File: src/rtl/frame_update_sched.sv
// Per-frame game-logic scheduler: each qualifying VSYNC falling edge runs the
// four update stages in fixed order, one at a time, through start/done handshakes.
module frame_update_sched #(
  parameter int unsigned FRAME_DIV     = 1,
  parameter int unsigned STAGE_TIMEOUT = 12000
) (
  input  logic        pclk_i,
  input  logic        rst_n_i,
  input  logic        vs_i,
  input  logic        enable_i,
  input  logic        clr_err_i,
  input  logic [3:0]  done_i,
  output logic [3:0]  start_o,
  output logic        busy_o,
  output logic        update_done_o,
  output logic [1:0]  stage_idx_o,
  output logic [15:0] frame_cnt_o,
  output logic [3:0]  timeout_err_o,
  output logic        overrun_o,
  output logic [1:0]  state_o
);

  // Handshake: start_o[k] is a one-cycle request; the stage answers with done_i[k]
  // high for at least one cycle. done_i is only looked at while waiting on that
  // stage, so early, stray or other-stage done bits never advance the sequence.

  typedef enum logic [1:0] {
    S_IDLE   = 2'd0,
    S_ISSUE  = 2'd1,
    S_WAIT   = 2'd2,
    S_FINISH = 2'd3
  } state_e;

  localparam logic [7:0]  DIV_LAST = 8'(FRAME_DIV - 1);
  localparam logic [15:0] TMO_LAST = 16'(STAGE_TIMEOUT - 1);

  state_e      state_q, state_d;
  logic        vs_q;
  logic [7:0]  div_cnt_q, div_cnt_d;
  logic [15:0] timer_q, timer_d;
  logic [1:0]  stage_q, stage_d;
  logic [3:0]  start_q, start_d;
  logic        busy_q, busy_d;
  logic        upd_q, upd_d;
  logic [15:0] frame_q, frame_d;
  logic [3:0]  terr_q, terr_d;
  logic        ovr_q, ovr_d;
  logic        trig;
  logic        advance;

  assign trig = vs_q & ~vs_i;

  always_comb begin
    state_d   = state_q;
    div_cnt_d = div_cnt_q;
    timer_d   = timer_q;
    stage_d   = stage_q;
    frame_d   = frame_q;
    terr_d    = terr_q;
    ovr_d     = ovr_q;
    advance   = 1'b0;

    // Clearing first lets any error raised this cycle override the clear.
    if (clr_err_i) begin
      terr_d = '0;
      ovr_d  = 1'b0;
    end
    if (trig && (state_q != S_IDLE)) begin
      ovr_d = 1'b1;
    end

    case (state_q)
      S_IDLE: begin
        if (trig && enable_i) begin
          if (div_cnt_q == DIV_LAST) begin
            div_cnt_d = '0;
            stage_d   = 2'd0;
            state_d   = S_ISSUE;
          end else begin
            div_cnt_d = div_cnt_q + 8'd1;
          end
        end
      end
      S_ISSUE: begin
        timer_d = '0;
        state_d = S_WAIT;
      end
      S_WAIT: begin
        if (done_i[stage_q]) begin
          advance = 1'b1;
        end else if (timer_q == TMO_LAST) begin
          terr_d[stage_q] = 1'b1;
          advance         = 1'b1;
        end else begin
          timer_d = timer_q + 16'd1;
        end
        if (advance) begin
          if (stage_q == 2'd3) begin
            state_d = S_FINISH;
          end else begin
            stage_d = stage_q + 2'd1;
            state_d = S_ISSUE;
          end
        end
      end
      S_FINISH: begin
        frame_d = frame_q + 16'd1;
        state_d = S_IDLE;
      end
      default: state_d = S_IDLE;
    endcase

    // Outputs are registered from the next state so they line up with it.
    start_d = (state_d == S_ISSUE) ? (4'b0001 << stage_d) : 4'b0000;
    busy_d  = (state_d != S_IDLE);
    upd_d   = (state_d == S_FINISH);
  end

  always_ff @(posedge pclk_i or negedge rst_n_i) begin
    if (!rst_n_i) begin
      state_q   <= S_IDLE;
      vs_q      <= 1'b1;
      div_cnt_q <= '0;
      timer_q   <= '0;
      stage_q   <= '0;
      start_q   <= '0;
      busy_q    <= 1'b0;
      upd_q     <= 1'b0;
      frame_q   <= '0;
      terr_q    <= '0;
      ovr_q     <= 1'b0;
    end else begin
      state_q   <= state_d;
      vs_q      <= vs_i;
      div_cnt_q <= div_cnt_d;
      timer_q   <= timer_d;
      stage_q   <= stage_d;
      start_q   <= start_d;
      busy_q    <= busy_d;
      upd_q     <= upd_d;
      frame_q   <= frame_d;
      terr_q    <= terr_d;
      ovr_q     <= ovr_d;
    end
  end

  assign start_o       = start_q;
  assign busy_o        = busy_q;
  assign update_done_o = upd_q;
  assign stage_idx_o   = stage_q;
  assign frame_cnt_o   = frame_q;
  assign timeout_err_o = terr_q;
  assign overrun_o     = ovr_q;
  assign state_o       = state_q;

endmodule

File: config.mk
export PLATFORM = sky130hd
export DESIGN_NAME = frame_update_sched
export DESIGN_NICKNAME = d
export VERILOG_FILES = /design/src/rtl/frame_update_sched.sv
export SDC_FILE = /design/constraint.sdc
export NUM_CORES = 1
export LEC_CHECK = 0
export BUFFER_PORTS_ARGS = -buffer_cell sky130_fd_sc_hd__buf_2
export CORE_MARGIN = 2
export CORE_UTILIZATION = 55
export DETAILED_ROUTE_END_ITERATION = 8
export GPL_TIMING_DRIVEN = 0
export HOLD_SLACK_MARGIN = 0.03
export PLACE_DENSITY = 0.77
export SYNTH_ARGS = -nofsm -noshare
export SYNTH_HDL_FRONTEND = slang
export SYNTH_SLANG_ARGS = --single-unit
File: constraint.sdc
create_clock -name pclk_i -period 5.5 [get_ports pclk_i]
set_input_delay 1.1 -clock pclk_i [delete_from_list [all_inputs] [get_ports pclk_i]]
set_output_delay 1.1 -clock pclk_i [all_outputs]
set_load 0.1 [all_outputs]
-- Word level (Yosys, flattened, before mapping)
Index checks and enable logic that the tools add are counted.
Widths: inputs -> output; s select.
- multiplexer cells: 28
- shift-type cells: 1
- add/subtract/negate cells: 4
- bitwise logic cells: 3
- equal/unequal tests: 9
- reductions and logical operators: 11
- order comparisons: 2
- operators by type and width (cell ; count):
    $add 16x1->16 const B ; 2
    $mux 16 ; 2
    $pmux 16 s2 ; 1
    $mux 4 ; 5
    $eq 16x14->1 const B ; 1
    $mux 2 ; 8
    $add 8x1->8 const B ; 1
    $eq 2x2->1 const B ; 4
    $logic_not 8->1 ; 1
    $mux 8 ; 1
    $pmux 2 s4 ; 1
    $reduce_bool 2->1 ; 4
    $mux 1 ; 7
    $eq 2x1->1 const B ; 2
    $ne 2x2->1 const B ; 2
    $or 4x4->4 ; 1
    $pmux 2 s2 ; 1
    $shl 1x2->4 const A ; 1
    $logic_and 1x1->1 ; 3
    $lt 2x3->1 const B ; 1
    $reduce_and 3->1 ; 1
    $add 2x1->2 const B ; 1
    $bmux 1 s2 ; 1
    $demux 1 s2 ; 1
    5 further kinds ; 5
- flip-flop bits (word level): 56
- logic and storage cells: 69

-- Depth between registers and ports, before layout
- depth after elaboration: 8
- mapped depth: 6
- gate-level depth less buffers: 6

-- Worst setup path after synthesis
Ideal clock, no wire load.
- kind: flip-flop to flip-flop
- start point: reg stage_q[0] (netlist: stage_idx_o[0])
- end point: reg timer_q[13]
- required time: 5.374 ns
- path buffers: 1
- cell stages (with the launch flop): 6
- arrival: 2.590 ns
- setup slack: 2.784 ns
- library setup time: 0.126 ns
- path through: dfrtp_1 -> clkbuf_1 -> mux2_2 -> o22ai_1 -> a21oi_4 -> a221o_1
- cells in the longest elaborated chain, start to end: 4
- RTL lines (item ; RTL line ; source):
    start, declared ; 41 ; logic [1:0] stage_q, stage_d;
    start signal, assigned ; 137 ; stage_q <= stage_d;
    $bmux 1 s2 ; 89 ; if (done_i[stage_q]) begin
    $mux 1 (not written as such) ; 89 ;
    $ne 2x2->1 (no line) ; -- ;
    $reduce_and 3->1 (no line) ; -- ;
    end signal, assigned ; 136 ; timer_q <= timer_d;
    end, declared ; 40 ; logic [15:0] timer_q, timer_d;
No other way between the ends. The select of a mux whose other input is x is not followed.
A chain may end at the register's enable or synchronous reset.

-- Worst setup path in the final report
- start point: in done_i[1]
- end point: reg timer_q[2]
- cells in the longest elaborated chain, start to end: 4
- RTL lines (item ; RTL line ; source):
    start, declared ; 12 ; input logic [3:0] done_i,
    $bmux 1 s2 ; 89 ;
    $mux 1 (not written as such) ; 89 ;
    $ne 2x2->1 (no line) ; -- ;
    $reduce_and 3->1 (no line) ; -- ;
No other way between the ends. The select of a mux whose other input is x is not followed.

==> impl_metrics.json <==
{
  "cts_root_buffer": "clkbuf_8",
  "post_drt_wl_per_cell_um": 14.4,
  "p_leak_nw": 1.50,
  "grt_max_degree": 57,
  "power_density_nw_per_um2": 444,
  "cts.sinks": 56,
  "antennaDiodeCount": 0,
  "final_util": 0.655,
  "rows": 25,
  "finalPower_mw": 1.38,
  "htreeDepth": 2,
  "worstMarginPinSlew_ns": 1.18,
  "slew_headroom": 0.212,
  "drv_cap": 0,
  "syn-cell-area_um2": 2730,
  "cp_slowest_stage_delay_ns": 0.69,
  "drc": 0,
  "core_um2": 4750,
  "vias": 2153,
  "place_area_um2": 3010,
  "place_congestion": 0.889,
  "outcome": "complete, no violations",
  "netlist_instances": 259,
  "postCtsSetupBuffers": 0,
  "die-area_um2": 5540,
  "grt_usage": 0.217,
  "setup_viol": 0,
  "synth_flop_cell": "dfrtp_1",
  "ys_ff_latch": 56,
  "syn_nets": 272,
  "area_delta_synth_final_pct": 14.1,
  "grt.overflow.total": 0,
  "cp.arrival_ns": 2.80,
  "path_max_fanout": 9,
  "fin_crit_sh": 0.475,
  "grt_first_pass_wirelength_mm": 9.24,
  "reg2reg_from": "stage_idx_o[0]$_DFF_PN0_",
  "antenna_left": 0,
  "maxSlewViolCount": 0,
  "holdWs_ns": 0.473,
  "yosys_warnings": 0,
  "fin_setup_tns_ns": 0,
  "ctsResizeCount": 0,
  "antenna_found_initial": 0,
  "numCtsBuffers": 5,
  "avgSynthCellArea_um2": 10.5,
  "layout_commonest_cell": "dfrtp_1",
  "drtPass1Iterations": 4,
  "ir_drop_mv": 0.254,
  "dpl.hpwl_mm": 3.77,
  "drt-total-wl_mm": 5.38,
  "die_x_um": 74.4,
  "fin_crit_ns": 2.61,
  "final_cell_area_um2": 3110,
  "layout.cells.non_filler": 373,
  "place_inst": 365,
  "hp-start": "div_cnt_q[7]$_DFFE_PN0P_",
  "slowest_stage": "o22ai_1",
  "grt_pass1_vias": 2026,
  "detail_route.vias_per_cell": 5.77,
  "drt_iter0_drc": 74,
  "post-place-ws_ns": 2.58,
  "hold_buffers": 0,
  "die_height_um": 74.4,
  "max_freq_mhz": 383,
  "finalHoldViolations": 0,
  "path_class": "in2reg",
  "hold_class": "reg2reg",
  "num_io_pins": 40,
  "layout_setup_ws_ns": 2.89,
  "final_cell_mix": "dfrtp_1, buf_2, nand2_1",
  "crit_chain": "buf_2 > mux2_2 > o22ai_1 > a21oi_4 > a221o_1",
  "required_ns": 5.69,
  "grt_setup_unrepaired": "no",
  "crit_start": "done_i[1]",
  "fin_worst_skew_ns": 0.0109,
  "fillers": 390,
  "cts_tree": "built",
  "initial_core_util": 0.574,
  "io_buffers": 39,
  "critPathCaptureType": "flip-flop",
  "yosysUniqueCellTypes": 50,
  "layout.nets": 318,
  "clk_path_buf_depth": 2,
  "drive_gt1_frac": 0.209,
  "clk_pin_slew_ns": 0.09,
  "clk-insertion-delay-late_ns": 0.31,
  "synth_edf_count": 0,
  "seq_area_frac_synth": 0.514,
  "postSynth.asyncResetShare": 1.00,
  "worstSetupStartpointType": "input port"
}
-- sequential cells by signal, indices dropped and copies added, names as in the netlist --
| register | flops |
|---|---|
| state_o | 2 |
| timer_q | 16 |
| busy_o | 1 |
| update_done_o | 1 |
| timeout_err_o | 4 |
| frame_cnt_o | 16 |
| start_o | 4 |
| overrun_o | 1 |
| vs_q | 1 |
| stage_idx_o | 2 |
| div_cnt_q | 8 |
-- cells by family after synthesis --
| logic type | share of synthesized area |
|---|---|
| compound gates | 0.0724 |
| xor+xnor | 0.0674 |
| fa+ha+maj | 0.0183 |
| buf+inv | 0.0312 |
| flops | 0.514 |
| mux | 0.0426 |
| simple gates | 0.254 |
-- final timing paths --
kind	end	slack [ns]	cells past startpoint
max in group asynchronous	timer_q[3]$_DFFE_PN0P_	3.74	1
min in group asynchronous	div_cnt_q[0]$_DFFE_PN0P_	1.02	1
setup / recovery	timer_q[2]$_DFFE_PN0P_	2.89	5
hold / removal	div_cnt_q[7]$_DFFE_PN0P_	0.47	1
hold reg to reg	div_cnt_q[7]$_DFFE_PN0P_	0.47	1
setup reg to reg	timer_q[2]$_DFFE_PN0P_	2.91	5
-- critical path, delay by kind of cell --
kind / cells / cell delay [ns]
AO/OA/AOI/OAI: 3 / 1.30
multiplexers: 1 / 0.29
buffers and inverters: 1 / 0.10
-- layout make-up --
cell class / instances / area (um2) / share of cell area
buffer: 9 / 51.3 / 0.0165
clock buffer: 7 / 76.3 / 0.0245
clock inverter: 1 / 30.0 / 0.00964
inverter: 9 / 33.8 / 0.0108
multi-input combinational: 185 / 1240 / 0.399
sequential: 56 / 1400 / 0.450
tap: 67 / 83.8 / 0.0269
timing repair buffer: 39 / 195 / 0.0627
-- metal layers --
layer | part of all wire | track usage | routed length (um)
met4 | 0.011 | 0.0873 | 60
met3 | 0.042 | 0.0420 | 224
met2 | 0.47 | 0.339 | 2510
met1 | 0.48 | 0.299 | 2580
met5 | 0 | 0 | 0
-- cells in the mapped netlist (5+ instances only) --
| library cell | count | area, um2 |
|---|---|---|
| nor2_1 | 12 | 45.0 |
| dfrtp_1 | 55 | 1380 |
| and4_1 | 6 | 52.6 |
| mux2_2 | 5 | 56.3 |
| mux2i_1 | 6 | 60.1 |
| inv_1 | 9 | 33.8 |
| nor4_1 | 6 | 37.5 |
| nand3_1 | 16 | 80.1 |
| nand4_1 | 15 | 93.8 |
| nand2_1 | 29 | 109 |
| nor3_1 | 6 | 30.0 |
| xnor2_1 | 15 | 131 |
| xor2_1 | 6 | 52.6 |
-- report_power, final --
| part | switching [mW] | internal [mW] |
|---|---|---|
| clock network | 0.124 | 0.136 |
| logic | 0.446 | 0.132 |
| registers | 0.0668 | 0.479 |
| total | 0.637 | 0.747 |
No activity file was read; power rests on OpenSTA's default activity.
